--- config.mk ---
export PLATFORM = sky130hd
export DESIGN_NAME = rr_stream_multiplexer
export DESIGN_NICKNAME = d
export VERILOG_FILES = /design/src/rtl/rr_stream_multiplexer.sv
export SDC_FILE = /design/constraint.sdc
export NUM_CORES = 1
export LEC_CHECK = 0
export BUFFER_PORTS_ARGS = -buffer_cell sky130_fd_sc_hd__buf_2
export CAP_MARGIN = 20
export CORE_MARGIN = 2
export CORE_UTILIZATION = 45
export CTS_CLUSTER_SIZE = 28
export DETAILED_ROUTE_END_ITERATION = 7
export HOLD_SLACK_MARGIN = 0.05
export PLACE_DENSITY = 0.84
export SYNTH_ARGS = -nofsm -noshare
export SYNTH_HDL_FRONTEND = slang
export SYNTH_SLANG_ARGS = --single-unit
--- constraint.sdc ---
create_clock -name clk -period 4.9 [get_ports clk]
set_clock_uncertainty 0.2 [all_clocks]
set_input_delay 0.735 -clock clk [delete_from_list [all_inputs] [get_ports clk]]
set_output_delay 0.735 -clock clk [all_outputs]
set_load 0.05 [all_outputs]
--- src/rtl/rr_stream_multiplexer.sv ---
// -----------------------------------------------------------------------------
// rr_stream_multiplexer
//
// Merges N_STREAMS valid/ready input streams into one registered output
// stream using round-robin arbitration. Each output beat is tagged with the
// index of the stream it came from, so a downstream demultiplexer can route
// responses back to the requester. With LOCK_ON_LAST=1 a multi-beat packet
// keeps the grant until its i_last beat is accepted, so packets from
// different sources are never interleaved.
//
// Ports:
//   clk       rising-edge clock
//   rst_n     asynchronous active-low reset
//   i_data    payload per input stream
//   i_valid   valid per input stream
//   i_last    end-of-packet marker per input stream
//   i_ready   ready per input stream (combinational; only the grantee is high)
//   o_data    merged payload (registered)
//   o_valid   merged valid (registered)
//   o_last    last flag of the forwarded beat (registered)
//   o_stream  source index of the current output beat (registered)
//   o_ready   downstream ready
// -----------------------------------------------------------------------------
module rr_stream_multiplexer #(
    parameter int  N_STREAMS    = 2,
    parameter type DATA_TYPE    = logic [63:0],
    parameter bit  LOCK_ON_LAST = 1'b1,
    localparam int N_BITS       = (N_STREAMS > 32'sd1) ? $clog2(N_STREAMS) : 32'sd1
) (
    input  logic                 clk,
    input  logic                 rst_n,
    input  DATA_TYPE             i_data [N_STREAMS],
    input  logic [N_STREAMS-1:0] i_valid,
    input  logic [N_STREAMS-1:0] i_last,
    output logic [N_STREAMS-1:0] i_ready,
    output DATA_TYPE             o_data,
    output logic                 o_valid,
    output logic                 o_last,
    output logic [N_BITS-1:0]    o_stream,
    input  logic                 o_ready
);

    typedef enum logic [0:0] {
        ARB    = 1'b0,
        LOCKED = 1'b1
    } state_t;

    state_t            state_r;
    state_t            state_s;
    logic [N_BITS-1:0] rr_ptr_r;
    logic [N_BITS-1:0] rr_ptr_s;
    logic [N_BITS-1:0] lock_idx_r;
    logic [N_BITS-1:0] lock_idx_s;
    logic [N_BITS-1:0] grant_s;
    logic              grant_vld_s;
    logic              load_s;
    logic              accept_s;
    int                cand_s;

    // The output register can take a new beat when it is empty or being drained.
    assign load_s   = !o_valid | o_ready;
    assign accept_s = load_s & grant_vld_s;

    // Grant selection: locked stream, or first valid stream at or after rr_ptr.
    always_comb begin
        grant_s     = lock_idx_r;
        grant_vld_s = 1'b0;
        cand_s      = 32'sd0;
        case (state_r)
            LOCKED: begin
                grant_s     = lock_idx_r;
                grant_vld_s = i_valid[lock_idx_r];
            end
            ARB: begin
                // Walk offsets from farthest to nearest so the nearest valid
                // stream (in wrap-around order) is the one left standing.
                for (int i = N_STREAMS - 32'sd1; i >= 32'sd0; i--) begin
                    cand_s      = int'(rr_ptr_r) + i;
                    cand_s      = (cand_s >= N_STREAMS) ? (cand_s - N_STREAMS) : cand_s;
                    grant_s     = i_valid[cand_s] ? N_BITS'(cand_s) : grant_s;
                    grant_vld_s = i_valid[cand_s] | grant_vld_s;
                end
            end
            default: begin
                grant_s     = lock_idx_r;
                grant_vld_s = 1'b0;
            end
        endcase
    end

    // Ready goes only to the grantee, and is forced low while reset is held.
    always_comb begin
        i_ready          = {N_STREAMS{1'b0}};
        i_ready[grant_s] = rst_n & load_s & grant_vld_s;
    end

    // Next arbitration state: lock on a non-last beat, otherwise advance rr_ptr.
    always_comb begin
        state_s    = state_r;
        rr_ptr_s   = rr_ptr_r;
        lock_idx_s = lock_idx_r;
        if (accept_s) begin
            if ((LOCK_ON_LAST == 1'b1) && !i_last[grant_s]) begin
                state_s    = LOCKED;
                lock_idx_s = grant_s;
            end else begin
                state_s  = ARB;
                rr_ptr_s = (grant_s == N_BITS'(N_STREAMS - 32'sd1)) ? {N_BITS{1'b0}}
                                                                   : grant_s + N_BITS'(32'd1);
            end
        end else begin
            state_s = state_r;
        end
    end

    // Arbitration state registers.
    always_ff @(posedge clk or negedge rst_n) begin
        if (!rst_n) begin
            state_r    <= ARB;
            rr_ptr_r   <= {N_BITS{1'b0}};
            lock_idx_r <= {N_BITS{1'b0}};
        end else begin
            state_r    <= state_s;
            rr_ptr_r   <= rr_ptr_s;
            lock_idx_r <= lock_idx_s;
        end
    end

    // Output register: load the granted beat, or empty out when nothing is accepted.
    always_ff @(posedge clk or negedge rst_n) begin
        if (!rst_n) begin
            o_data   <= DATA_TYPE'('0);
            o_valid  <= 1'b0;
            o_last   <= 1'b0;
            o_stream <= {N_BITS{1'b0}};
        end else if (load_s) begin
            if (accept_s) begin
                o_data   <= i_data[grant_s];
                o_valid  <= 1'b1;
                o_last   <= i_last[grant_s];
                o_stream <= grant_s;
            end else begin
                // Payload, last and tag keep their last values while empty.
                o_valid <= 1'b0;
            end
        end else begin
            o_valid <= o_valid;
        end
    end

endmodule

* Word-level counts from Yosys, hierarchy flattened
Index checks and enable logic that the tools add are counted.
** Operators by class
- Bitwise gates (word level) :: 9
- Order comparisons :: 8
- Mux-type cells :: 24
- Reductions and logical operators :: 5
- Add/subtract/negate cells :: 4
** Operators by type and width (count)
- 64-bit two-way mux :: 3
- 32-bit by 3-bit < comparator with 1-bit output, second input constant :: 2
- 32-bit two-way mux :: 2
- 1-bit two-way mux :: 16
- 2-bit AND reduction :: 3
- 2-bit >= comparator, second input constant :: 2
- 1-bit by 2-bit < comparator with 1-bit output, second input constant :: 2
- 1-bit one-hot mux with 2 select lines :: 2
- 1-bit AND :: 3
- 1-bit by 2-bit subtractor with 3-bit output, second input constant :: 1
- 2-bit by 2-bit subtractor with 3-bit output, second input constant :: 1
- 1-bit by 1-bit adder with 2-bit output, second input constant :: 1
- 2-bit AND :: 1
- 1-bit by 2-bit >= comparator with 1-bit output, second input constant :: 1
- 1-bit NOT :: 2
- 1-bit NOT with 2-bit output :: 1
- 1-bit OR :: 2
- 1-bit adder, second input constant :: 1
- 1-bit demux with 1-bit select :: 1
- 1-bit >= comparator, second input constant :: 1
- 1-bit logical AND :: 1
- 1-bit zero test :: 1
** Storage, ports and cells
- Bits in registers :: 70
- Output and inout bits :: 69
- Word-level logic and storage cells :: 57
- Input port bits :: 135

* Logic depth before layout (Yosys ltp)
- Depth in word-level cells :: 14
- Depth in mapped cells :: 6
- Gate-level depth less buffers :: 4

* Worst setup path before layout
No wires, ideal clock.
- Path type :: input-to-output
- Start point :: input port i_valid[1]
- End point :: output port i_ready[0]
- Slack :: 2035 ps
- Data required time :: 3965 ps
- Stages on the path :: 5
- Path buffers :: 2
- Arrival :: 1930 ps
- Path through :: nor2b_1 o2bb2ai_2 buf_6 buf_4 and3_1
** Between the ends
- Word-level cells in the longest chain between the ends :: 11
- Elaborated cells on any way between the ends :: 20
- Those cells by class :: order compare: 2; mux: 14; bitwise: 3; reduce/logical: 1
** Ends and longest elaborated chain
- start, declared :: line 33 : input logic [N_STREAMS-1:0] i_valid,
- 1-bit two-way mux (not written as such) (3 in a row) :: line 80, 81
- 1-bit two-way mux (2 in a row) :: line 80 : grant_s = i_valid[cand_s] ? N_BITS'(cand_s) : grant_s;
- 1-bit one-hot mux with 2 select lines :: line 69 : case (state_r)
- 1-bit by 2-bit < comparator with 1-bit output (not written as such) / 1-bit >= comparator (equally long branches) :: line 94 : i_ready[grant_s] = rst_n & load_s & grant_vld_s;
- 1-bit logical AND (not written as such) :: line 94
- 1-bit two-way mux (not written as such) :: line 94
- 1-bit demux with 1-bit select :: line 94
- 2-bit AND (no source line) *
- end, declared :: line 35 : output logic [N_STREAMS-1:0] i_ready,
Every way passes the cells marked *; elsewhere a longest branch is shown, timed or not. The select of a mux whose other input is x is not followed.

* Worst setup path after layout
- Start point :: input port i_valid[0]
- End point :: output port i_ready[0]
The elaborated chain is that of the path after synthesis.

==> out/summary.md <==
IR analysis of the VDD net gives a maximum drop of 0.369 mV. The number of global-route vias before repair was 2,713. After legalization and detailed placement, the total HPWL measured 6050 um. Entering global routing, the biggest net connects 68 pins. Across every metal layer, demand over resource in global routing totals 19.0%. The worst hold-check path type is primary input to asynchronous set/reset pin.

The die covers 0.00800 sq mm. The die is 89.4 um wide. CTS saw 70 sinks.

The number of different library cells used by synthesis comes to 24. The clock latency reported for the late side of the worst-skew pair was 320 ps; the worst-case reg-to-reg path depth was 5. In the layout the commonest cells are buf_2, dfrtp_1, nand2_1, mux2i_1, o21ai_1.

For the post-route antenna net violation count, the log shows 0. For the final routed database, the setup TNS stands at 0 ps. The number of inserted diodes came out at 0. The final layout contains routed wiring with a total length of 7790 um.

The critical path start-end classification was primary input to primary output. dfrtp_1 takes more of the synthesized area than any other cell. Across the run, the number of max-cap violations was 0. Dividing total power by cell area gives a power density of 773 mW/mm^2.

The synthesized flop and latch total came out at 70. The run gives 2,899 as the via count. Power comes to 3.50 mW.

When the netlist entered floorplanning its net count stood at 446. The XOR/XNOR share of the synthesized area works out to 0%. After Yosys synthesis, and, or, nand and nor cells account for 9.22% of the synthesized area.

The data arrival time of the worst path is 2010 ps, and the area share of the largest cell type after synthesis is 53.3%. The first global-routing pass estimated 11,700 um of wire. Summing the areas of all compound-gate instances in the mapped netlist gives 12.7% of the synthesized area. The tools report the total iterations of the first detailed-routing run as 4. The net total in the final layout is 643, and the number of antenna violations at the first check in global routing is 0. The number of top-level pins is 204, and the residual overflow from global routing is 0. The share of synthesized cell area in full adder, half adder and majority cells was 0%. Vias per cell: 4.74.

The vertical extent of the die is 89.4 um, and the number of H-tree levels is 3. The run finished with clean final reports. The hold-fix buffer count after cts was 0; the number of flops mapped to enable cells by yosys was 0.

In the final routing, the length of wire on met1 measures 3080 um. Routed signal wires occupy layers up through met4. The instance count of the mapped netlist came out at 311. Buffer cell driving the clock tree root: clkbuf_8. For this run, the top clock speed supported by timing is 0.340 GHz. In this run the deepest clock path goes through 2 buffers. The endpoint class of the critical path was a primary output. The tools report the startpoint kind of the worst setup timing path as a primary input. The tools report the data required time at the worst endpoint as 3960 ps. Dividing the detail-routed wire length by the instance count gives 12.7 um.

The proportion of layout cells with a drive suffix above 1 was 43.6%; the core outline area was 0.00718 sq mm. Setup slack on the worst reg-to-reg path comes out at 2350 ps. In the synthesized netlist the async set-or-reset flop fraction comes to 100%. Yosys printed 0 warnings.

The final-report max-slew violation count was 0. The mapped netlist covers 0.00328 sq mm. Measured on the finished design, the core utilization comes to 63.0%. The final number of hold-violating endpoints is 0.

Layout-stage area growth over the synthesis result: 37.6%. Setup repair after global routing left no endpoint under its margin. A synthesized cell averages 10.6 sq um. The run gives 45.8% as the starting density of the core. After detailed routing, the met2 layer carries 4170 um of wire. TritonCTS created 9 clock buffers. The final critical-path share of the clock period was 60.1%. The biggest fanout along the worst timing path came out at 3. Primary flip-flop cell chosen by synthesis mapping: dfrtp_1. The time the worst path needs with I/O delays and setup is 2940 ps.

At the pin with the least slew margin, the transition time is 1070 ps. Post-CTS timing repair inserted 0 buffers for setup. By area, the combinational part of the netlist is dominated by multiplexers. The sequential-to-total area share from yosys stat came out at 53.3%. After clock tree synthesis, the clock-pin slew on the worst setup and hold paths is 70 ps. For the static leakage, the log shows 2.54 nW. Sorting the synthesized cells by area gives the leading types as dfrtp_1, mux2i_1, nand2_1. The tools report the routability congestion estimate from global placement as 0.816. The count of instances resized after the clock tree is built is 0. The routed design uses 459 um of met3 wire. Multiplexer cells account for 20.2% of the synthesized area. Leaving out fill and tap cells, the most frequent cell in the layout is buf_2. Buffers placed on the I/O ports in this run total 203.

In the routed design, unresolved DRC markers number 0. The worst pin sits at a relative slew slack of 28.7%. Setup violations remaining at the end of the flow were counted as 0. For the DRC violation total after the first TritonRoute iteration, the log shows 67. TritonCTS built the clock tree. Row generation in the floorplan step produced 31 rows.
-- power by group --
part	leakage (nW)	total [mW]	switching (mW)	internal, mW
sequential	0.856	1.01	0.149	0.858
combinational	1.59	2.06	1.52	0.545
clock	0.0958	0.426	0.189	0.237
-- synth_stat cells (2+ instances only) --
master and instances:
and3_1 2, buf_6 3, o21ai_1 36, inv_1 2, nand2_1 68, clkbuf_4 2
clkbuf_2 2, clkbuf_1 4, mux2i_1 65, o21ai_0 32, buf_4 8, dfrtp_1 70
nand2b_1 2, a2bb2oi_1 2, buf_2 2, nor2b_1 3
-- flip-flops by register name, summed over array words and instances (netlist names) --
name        cells
o_valid         1
o_data         64
state_r         1
rr_ptr_r        1
lock_idx_r      1
o_last          1
o_stream        1
-- critical path: stages --
cell	delay, ps
buf_2	90
a21boi_1	350
o22ai_1	160
nor2b_1	210
and3_1	190
buf_2	270
-- kinds of logic after synthesis --
family	count (synthesis)
flops	70
compound gates	76
buf+inv	23
simple gates	76
mux	66
-- per-stage QoR --
| step | std cells | cell area, sq um | hold WS (ps) | setup WS [ps] |
|---|---|---|---|---|
| 6_report | 611 | 4520 | 162 | 1960 |
| 5_1_grt | 611 | 4520 | 176 | 1840 |
| 4_1_cts | 611 | 4520 | 167 | 1940 |
| 3_5_place_dp | 596 | 4330 | 264 | 1950 |
| 2_1_floorplan | 311 | 3280 | 239 | 2030 |
| 3_3_place_gp | 596 | 4330 | 257 | 2040 |
-- cell type report --
class | instances | area [sq um]
fillers | 595 | 2660
flip-flops and latches | 70 | 1750
multi-input cells | 218 | 1410
repair buffers | 207 | 1050
clock buffers | 15 | 186
well taps | 99 | 124
inverters | 2 | 7.51
-- path summary, 6_finish.rpt --
check,startpoint,end
max in group asynchronous,rst_n,rr_ptr_r
min,rst_n,o_data[22]
min in group clk,o_data[30],o_data[30]
max,i_valid[0],i_ready[0]
max reg2reg,lock_idx_r,rr_ptr_r
min reg2reg,o_data[30],o_data[30]
-- layer usage --
metal / vias to the layer above / GRT usage [%]
met5: - / 0
met4: 0 / 6.65
met3: 9 / 3.79
met2: 112 / 36.8
met1: 1310 / 20.4
li1: 1468 / -
Note: power is estimated with default switching activity, not from simulation.
